### config.mk
export PLATFORM = sky130hd
export DESIGN_NAME = fault_campaign_ctrl
export DESIGN_NICKNAME = d
export VERILOG_FILES = /design/src/rtl/fault_campaign_ctrl_pkg.sv /design/src/rtl/fault_campaign_ctrl_if.sv /design/src/rtl/fault_classifier.sv /design/src/rtl/fault_campaign_ctrl.sv
export SDC_FILE = /design/constraint.sdc
export NUM_CORES = 1
export LEC_CHECK = 0
export ABC_AREA = 1
export CAP_MARGIN = 20
export CELL_PAD_IN_SITES_DETAIL_PLACEMENT = 0
export CELL_PAD_IN_SITES_GLOBAL_PLACEMENT = 2
export CORE_MARGIN = 2
export CORE_UTILIZATION = 26
export DETAILED_ROUTE_END_ITERATION = 7
export MAX_ROUTING_LAYER = met4
export PLACE_DENSITY = 0.88
export SYNTH_ARGS = -nofsm -noshare
export SYNTH_HDL_FRONTEND = slang
export SYNTH_SLANG_ARGS = --single-unit
### constraint.sdc
create_clock -name clk_i -period 4.72 [get_ports clk_i]
set_input_delay 0.944 -clock clk_i [delete_from_list [all_inputs] [get_ports clk_i]]
set_output_delay 0.944 -clock clk_i [all_outputs]
set_load 0.005 [all_outputs]
### src/rtl/fault_campaign_ctrl_pkg.sv
// Shared types for the fault-injection campaign controller: FSM states,
// fault classes and the saturating result counters.
package fsim_pkg;

  localparam int CNT_W = 16;

  typedef enum logic [2:0] {
    ST_IDLE,
    ST_SETUP,
    ST_INJECT,
    ST_OBSERVE,
    ST_REPORT,
    ST_DONE
  } state_t;

  typedef enum logic [1:0] {
    CLS_ND = 2'd0,
    CLS_ON = 2'd1,
    CLS_PN = 2'd2
  } fclass_t;

  function automatic logic [CNT_W-1:0] sat_inc(input logic [CNT_W-1:0] v);
    return (v == {CNT_W{1'b1}}) ? v : v + CNT_W'(1);
  endfunction

endpackage

### src/rtl/fault_campaign_ctrl_if.sv
// Observation bus: fault-free reference, injected-copy outputs and their X flags.
interface fault_campaign_ctrl_if #(
  parameter int OBS_W = 32
);
  logic [OBS_W-1:0] golden;
  logic [OBS_W-1:0] faulty;
  logic [OBS_W-1:0] faulty_x;

  modport master (output golden, faulty, faulty_x);
  modport slave  (input  golden, faulty, faulty_x);
endinterface

### src/rtl/fault_classifier.sv
// Per-cycle comparison of the injected copy against the reference:
// a definite difference (ON hit) or any unknown bit (X hit).
module fault_classifier #(
  parameter int OBS_W = 32
) (
  fault_campaign_ctrl_if.slave obs,
  output logic                 on_hit,
  output logic                 x_hit
);

  logic [OBS_W-1:0] on_bits;

  // An X bit can never count as a real mismatch, whatever its value.
  for (genvar gi = 0; gi < OBS_W; gi++) begin : g_bit
    assign on_bits[gi] = (obs.golden[gi] ^ obs.faulty[gi]) & ~obs.faulty_x[gi];
  end

  assign on_hit = |on_bits;
  assign x_hit  = |obs.faulty_x;
endmodule

### src/rtl/fault_campaign_ctrl.sv
// Sequences a stuck-at campaign over every site (SA0 then SA1), classifies
// each fault as ND/ON/PN and hands results out over a valid/ready port.
module fault_campaign_ctrl
  import fsim_pkg::*;
#(
  parameter int  NUM_SITES = 16,
  parameter int  OBS_W     = 32,
  parameter int  WINDOW    = 8,
  localparam int SITE_W    = (NUM_SITES > 1) ? $clog2(NUM_SITES) : 1
) (
  input  logic              clk_i,
  input  logic              rst_i,
  input  logic              start_i,
  input  logic              abort_i,
  input  logic [OBS_W-1:0]  golden_i,
  input  logic [OBS_W-1:0]  faulty_i,
  input  logic [OBS_W-1:0]  faulty_x_i,
  output logic              inj_en_o,
  output logic [SITE_W-1:0] inj_site_o,
  output logic              inj_val_o,
  output logic              dut_rst_o,
  output logic              res_valid_o,
  input  logic              res_ready_i,
  output logic [SITE_W-1:0] res_site_o,
  output logic              res_val_o,
  output logic [1:0]        res_class_o,
  output logic              busy_o,
  output logic              done_o,
  output logic [CNT_W-1:0]  on_cnt_o,
  output logic [CNT_W-1:0]  pn_cnt_o,
  output logic [CNT_W-1:0]  nd_cnt_o
);

  fault_campaign_ctrl_if #(.OBS_W(OBS_W)) obs_bus ();

  assign obs_bus.golden   = golden_i;
  assign obs_bus.faulty   = faulty_i;
  assign obs_bus.faulty_x = faulty_x_i;

  logic on_hit;
  logic x_hit;

  fault_classifier #(.OBS_W(OBS_W)) u_classifier (
    .obs    (obs_bus.slave),
    .on_hit (on_hit),
    .x_hit  (x_hit)
  );

  state_t            state_reg;
  logic [SITE_W-1:0] site_reg;
  logic              val_reg;
  logic [7:0]        obs_cnt_reg;
  logic              pn_flag_reg;
  fclass_t           cls_reg;
  logic [CNT_W-1:0]  on_cnt_reg, pn_cnt_reg, nd_cnt_reg;
  logic              inj_en_reg, dut_rst_reg, res_valid_reg, busy_reg, done_reg;
  logic              last_fault;

  assign last_fault = (site_reg == SITE_W'(NUM_SITES - 1)) && val_reg;

  always_ff @(posedge clk_i or posedge rst_i) begin
    if (rst_i) begin
      state_reg     <= ST_IDLE;
      site_reg      <= '0;
      val_reg       <= 1'b0;
      obs_cnt_reg   <= '0;
      pn_flag_reg   <= 1'b0;
      cls_reg       <= CLS_ND;
      on_cnt_reg    <= '0;
      pn_cnt_reg    <= '0;
      nd_cnt_reg    <= '0;
      inj_en_reg    <= 1'b0;
      dut_rst_reg   <= 1'b0;
      res_valid_reg <= 1'b0;
      busy_reg      <= 1'b0;
      done_reg      <= 1'b0;
    end else if (abort_i && state_reg != ST_IDLE) begin
      // Abort wins over a same-cycle handshake: the pending result is dropped.
      state_reg     <= ST_IDLE;
      pn_flag_reg   <= 1'b0;
      inj_en_reg    <= 1'b0;
      dut_rst_reg   <= 1'b0;
      res_valid_reg <= 1'b0;
      busy_reg      <= 1'b0;
      done_reg      <= 1'b0;
    end else begin
      case (state_reg)
        ST_IDLE: begin
          if (start_i) begin
            state_reg   <= ST_SETUP;
            site_reg    <= '0;
            val_reg     <= 1'b0;
            pn_flag_reg <= 1'b0;
            on_cnt_reg  <= '0;
            pn_cnt_reg  <= '0;
            nd_cnt_reg  <= '0;
            busy_reg    <= 1'b1;
            dut_rst_reg <= 1'b1;
          end
        end
        ST_SETUP: begin
          state_reg   <= ST_INJECT;
          dut_rst_reg <= 1'b0;
          inj_en_reg  <= 1'b1;
        end
        ST_INJECT: begin
          state_reg   <= ST_OBSERVE;
          obs_cnt_reg <= '0;
        end
        ST_OBSERVE: begin
          if (on_hit) begin
            cls_reg       <= CLS_ON;
            state_reg     <= ST_REPORT;
            inj_en_reg    <= 1'b0;
            res_valid_reg <= 1'b1;
          end else begin
            if (x_hit) pn_flag_reg <= 1'b1;
            if (obs_cnt_reg == 8'(WINDOW - 1)) begin
              cls_reg       <= (pn_flag_reg || x_hit) ? CLS_PN : CLS_ND;
              state_reg     <= ST_REPORT;
              inj_en_reg    <= 1'b0;
              res_valid_reg <= 1'b1;
            end else begin
              obs_cnt_reg <= obs_cnt_reg + 8'd1;
            end
          end
        end
        ST_REPORT: begin
          if (res_ready_i) begin
            res_valid_reg <= 1'b0;
            pn_flag_reg   <= 1'b0;
            case (cls_reg)
              CLS_ON:  on_cnt_reg <= sat_inc(on_cnt_reg);
              CLS_PN:  pn_cnt_reg <= sat_inc(pn_cnt_reg);
              default: nd_cnt_reg <= sat_inc(nd_cnt_reg);
            endcase
            if (last_fault) begin
              state_reg <= ST_DONE;
              done_reg  <= 1'b1;
            end else begin
              state_reg   <= ST_SETUP;
              dut_rst_reg <= 1'b1;
              if (val_reg) begin
                site_reg <= site_reg + SITE_W'(1);
                val_reg  <= 1'b0;
              end else begin
                val_reg <= 1'b1;
              end
            end
          end
        end
        ST_DONE: begin
          state_reg <= ST_IDLE;
          done_reg  <= 1'b0;
          busy_reg  <= 1'b0;
        end
        default: state_reg <= ST_IDLE;
      endcase
    end
  end

  assign inj_en_o    = inj_en_reg;
  assign inj_site_o  = site_reg;
  assign inj_val_o   = val_reg;
  assign dut_rst_o   = dut_rst_reg;
  assign res_valid_o = res_valid_reg;
  assign res_site_o  = site_reg;
  assign res_val_o   = val_reg;
  assign res_class_o = cls_reg;
  assign busy_o      = busy_reg;
  assign done_o      = done_reg;
  assign on_cnt_o    = on_cnt_reg;
  assign pn_cnt_o    = pn_cnt_reg;
  assign nd_cnt_o    = nd_cnt_reg;

endmodule

==> metrics.txt <==
# TYPE chip_impl_metric gauge
chip_impl_metric{name="n_antenna_cell",unit=""} 0
chip_impl_metric{name="grt_pass1_wl",unit="µm"} 25800
chip_impl_metric{name="postCtsResizedCells",unit=""} 0
chip_impl_metric{name="timing.critical_path.required",unit="ns"} 4.94
chip_impl_metric{name="internal_cell_power",unit="mW"} 1.45
chip_impl_metric{name="die_w",unit="µm"} 145
chip_impl_metric{name="final_period_util",unit=""} 0.556
chip_impl_metric{name="io_pins",unit=""} 166
chip_impl_metric{name="fin_hold_ws",unit="ns"} 0.472
chip_impl_metric{name="power.density",unit="nW/µm²"} 318
chip_impl_metric{name="sequentialPowerShare",unit=""} 0.317
chip_impl_metric{name="worst-slew-pin-transition",unit="ns"} 0.950
chip_impl_metric{name="antenna_found_initial",unit=""} 0
chip_impl_metric{name="clockPowerShare",unit=""} 0.304
chip_impl_metric{name="place_area",unit="µm²"} 7030
chip_impl_info{name="yosys-top-cells-count",value="sky130_fd_sc_hd__nand2_1, sky130_fd_sc_hd__inv_1, sky130_fd_sc_hd__nor2_1"} 1
chip_impl_metric{name="clkLatencyLatePin",unit="ns"} 0.34
chip_impl_info{name="run_status",value="completed"} 1
chip_impl_metric{name="dpl_worst_slack",unit="ns"} 1.74
chip_impl_metric{name="via_per_inst",unit=""} 4.39
chip_impl_info{name="critical-path-top-delay-family",value="simple AND/OR/NAND/NOR gates"} 1
chip_impl_metric{name="first_iter_violations",unit=""} 215
chip_impl_metric{name="total_number_of_placement_rows",unit=""} 51
chip_impl_metric{name="cts_post_setup_buffers_inserted",unit=""} 0
chip_impl_metric{name="hpwlAfterDp",unit="µm"} 12700
chip_impl_metric{name="number_of_global_route_vias_before_repair",unit=""} 5043
chip_impl_info{name="min_path_type",value="flop to flop"} 1
chip_impl_metric{name="max-vdd-ir-drop",unit="mV"} 0.175
chip_impl_metric{name="drcViolationCount",unit=""} 0
chip_impl_metric{name="count_of_unique_library_cells_instantiated_by_yosys",unit=""} 35
chip_impl_metric{name="place_inst",unit=""} 1191
chip_impl_metric{name="drtPass1Iterations",unit=""} 4
chip_impl_info{name="path_common_cell",value="sky130_fd_sc_hd__nand2_1"} 1
chip_impl_metric{name="cts-root-to-sink-buffers",unit=""} 2
chip_impl_metric{name="setup.reg_to_reg.worst_slack",unit="ns"} 2.16
chip_impl_metric{name="synth_area_per_inst",unit="µm²"} 6.66
chip_impl_info{name="main_synth_ff_type",value="sky130_fd_sc_hd__dfrtp_1"} 1
chip_impl_info{name="setup.worst_path.start_class",value="input port"} 1
chip_impl_metric{name="totalNegativeSetupSlack",unit="ns"} 0
chip_impl_metric{name="finalWorstPathRequiredPeriod",unit="ns"} 2.63
chip_impl_metric{name="total_die_area",unit="µm²"} 21000
chip_impl_metric{name="layout.filler_cells",unit=""} 2128
chip_impl_metric{name="fp.coreArea",unit="µm²"} 19500
chip_impl_metric{name="crit_path_max_fanout",unit=""} 11
chip_impl_metric{name="synthCells",unit=""} 775
chip_impl_metric{name="critical_path_data_arrival_time",unit="ns"} 2.84
chip_impl_metric{name="drive_above_1_share",unit=""} 0.0531
chip_impl_metric{name="place_congestion",unit=""} 0.814
chip_impl_metric{name="tritoncts_num_sinks",unit=""} 72
chip_impl_metric{name="slew-limit-headroom",unit=""} 0.366
chip_impl_metric{name="multi_input_area",unit="µm²"} 2750
chip_impl_metric{name="yosysTopAreaCellShare",unit=""} 0.349
chip_impl_info{name="crit_path_end_kind",value="flop"} 1
chip_impl_info{name="rsz0062_at_grt",value="no"} 1
chip_impl_metric{name="cap_viol_max_count",unit=""} 0
chip_impl_metric{name="h-tree-depth",unit=""} 3
chip_impl_metric{name="area_delta_synth_final",unit="%"} 42.1
chip_impl_metric{name="timing.clock.skew",unit="ns"} 0.00697
chip_impl_metric{name="die_height",unit="µm"} 145
chip_impl_metric{name="power_switching_share",unit=""} 0.378
chip_impl_metric{name="timing.fmax",unit="GHz"} 0.381
chip_impl_metric{name="cellLeakagePower",unit="nW"} 3.28
chip_impl_metric{name="power_frac_comb",unit=""} 0.379
chip_impl_metric{name="number_of_endpoints_with_negative_hold_slack_in_the_final_report",unit=""} 0
chip_impl_info{name="most_repeated_cell_in_the_gate_level_netlist_after_synthesis",value="sky130_fd_sc_hd__nand2_1"} 1
chip_impl_metric{name="worst_setup_hold_path_clk_slew",unit="ns"} 0.06
chip_impl_metric{name="routedWlPerCell",unit="µm"} 13.3
chip_impl_metric{name="grt_overflow_total",unit=""} 0
chip_impl_metric{name="detail_route.wirelength",unit="µm"} 16000
chip_impl_metric{name="finalSetupViolCount",unit=""} 0
chip_impl_metric{name="p_sw",unit="mW"} 0.881
chip_impl_metric{name="detail-route-antenna-nets",unit=""} 0
chip_impl_metric{name="final-max-slew-violation-count",unit=""} 0
chip_impl_metric{name="layout.cell_area.non_filler",unit="µm²"} 7330
chip_impl_info{name="crit_chain",value="clkdlybuf4s50_1, or2_2, nand2_1, nand2_1, nor2_1, nand2_1, nor2_1, nand2_1, nand2_1, nand2_1, inv_1, o21ai_0"} 1
chip_impl_metric{name="critical_path_buf_inv_count",unit=""} 2
chip_impl_metric{name="cp_slowest_stage_delay",unit="ns"} 0.41
chip_impl_metric{name="via_count",unit=""} 5298
chip_impl_metric{name="postLayoutSetupSlackWorst",unit="ns"} 2.09
chip_impl_info{name="criticalPathCategory",value="input port to flop"} 1
chip_impl_info{name="ys_top_cells_by_area",value="sky130_fd_sc_hd__dfrtp_1, sky130_fd_sc_hd__nand2_1, sky130_fd_sc_hd__inv_1"} 1
chip_impl_metric{name="io_buffer_count",unit=""} 165
chip_impl_metric{name="async_reset_ff_frac",unit=""} 1.00
chip_impl_info{name="synth_largest_area_cell",value="sky130_fd_sc_hd__dfrtp_1"} 1
chip_impl_info{name="buffer_type_at_the_clock_tree_root",value="sky130_fd_sc_hd__clkbuf_16"} 1
chip_impl_metric{name="postSynthRegisterBits",unit=""} 72
chip_impl_metric{name="seqCellArea",unit="µm²"} 1800
chip_impl_metric{name="ys_warn_count",unit=""} 0
chip_impl_metric{name="cts_made_buffers",unit=""} 9
chip_impl_metric{name="netlist_area_pre_place",unit="µm²"} 5160
chip_impl_metric{name="grt_start_max_net_pins",unit=""} 43
chip_impl_metric{name="nNetsFinal",unit=""} 1045
chip_impl_metric{name="initial_core_util",unit=""} 0.265
chip_impl_metric{name="synth_seq_area_share",unit=""} 0.349
chip_impl_info{name="cts_tree",value="done"} 1
chip_impl_metric{name="cts_hold_buffers",unit=""} 0
chip_impl_metric{name="gr-usage-all-layers",unit=""} 0.162
chip_impl_metric{name="synth-edff-count",unit=""} 0
chip_impl_metric{name="final_non_filler_cells",unit=""} 1206
chip_impl_info{name="crit_path_top_delay_cell",value="sky130_fd_sc_hd__clkdlybuf4s50_1"} 1
chip_impl_metric{name="postSynthNetCount",unit=""} 883
[tightest hold or removal path: cells and delay by family (launching register included)]
kind	cells	cell delay, ns
flops	1	0.34
simple gates	2	0.09
[power groups by stage]
| stage | clock (mW) | combinational [mW] | sequential (mW) |
|---|---|---|---|
| finish | 0.709 | 0.884 | 0.739 |
| floorplan | 0 | 0.662 | 0.736 |
| global route | 0.756 | 0.989 | 0.748 |
| global placement | 0 | 0.890 | 0.749 |
| detailed placement | 0 | 0.892 | 0.750 |
| CTS | 0.728 | 0.895 | 0.739 |
[layout by cell type (no fill, tap or decap), drive strengths merged, types with 2 or more instances in the layout]
| cell type | instances |
|---|---|
| nand3b | 4 |
| o21ai | 46 |
| mux2 | 2 |
| nand4 | 22 |
| clkbuf | 12 |
| clkinv | 2 |
| nor3 | 31 |
| o21a | 3 |
| nand2 | 222 |
| nand3 | 69 |
| xor2 | 18 |
| inv | 127 |
| a21oi | 24 |
| nor3b | 2 |
| clkdlybuf4s50 | 165 |
| buf | 2 |
| dfrtp | 72 |
| nor2 | 100 |
| o31ai | 5 |
| or2 | 3 |
| ha | 7 |
[per-stage QoR]
stage                     power [mW]  utilization
after floorplan                 1.40            -
after global placement          1.64        0.361
after detailed placement        1.64        0.361
after CTS                       2.36        0.377
after global routing            2.49        0.377
final                           2.33        0.377
[final cells by class]
cell class	instances	area share
clock buffers	12	0.0363
well taps	265	0.0452
flip-flops and latches	72	0.246
inverters	127	0.0650
clock inverters	3	0.00546
repair buffers	167	0.227
multi-input cells	560	0.375
[layer usage]
| layer | GRT usage | up-vias | routed length (µm) |
|---|---|---|---|
| met3 | 0.0342 | 14 | 558 |
| li1 | - | 2784 | - |
| met2 | 0.267 | 95 | 7650 |
| met4 | 0.0373 | 0 | 258 |
| met5 | - | - | 0 |
| met1 | 0.205 | 2405 | 7560 |
[path summary, 6_finish.rpt]
| kind | start | cells after the start | end |
|---|---|---|---|
| worst max-delay path | faulty_i[20] | 12 | obs_cnt_reg[5]$_DFFE_PP0P_ |
| worst min-delay path | res_valid_o$_DFFE_PP0P_ | 2 | res_valid_o$_DFFE_PP0P_ |
| worst max register to register | state_reg[0]$_DFFE_PP0P_ | 12 | nd_cnt_o[12]$_DFFE_PP0P_ |
| worst min register to register | res_valid_o$_DFFE_PP0P_ | 2 | res_valid_o$_DFFE_PP0P_ |
| max in group asynchronous | rst_i | 3 | dut_rst_o$_DFFE_PP0P_ |
| min in group asynchronous | rst_i | 2 | pn_cnt_o[5]$_DFFE_PP0P_ |
[cell families after synthesis]
logic type / Yosys count / synth area share
flops: 72 / 0.349
simple gates: 454 / 0.400
xor+xnor: 18 / 0.0305
fa+ha+maj: 7 / 0.0170
buf+inv: 143 / 0.118
mux: 2 / 0.00436
compound gates: 79 / 0.0810
(Power assumes the default switching activity.)
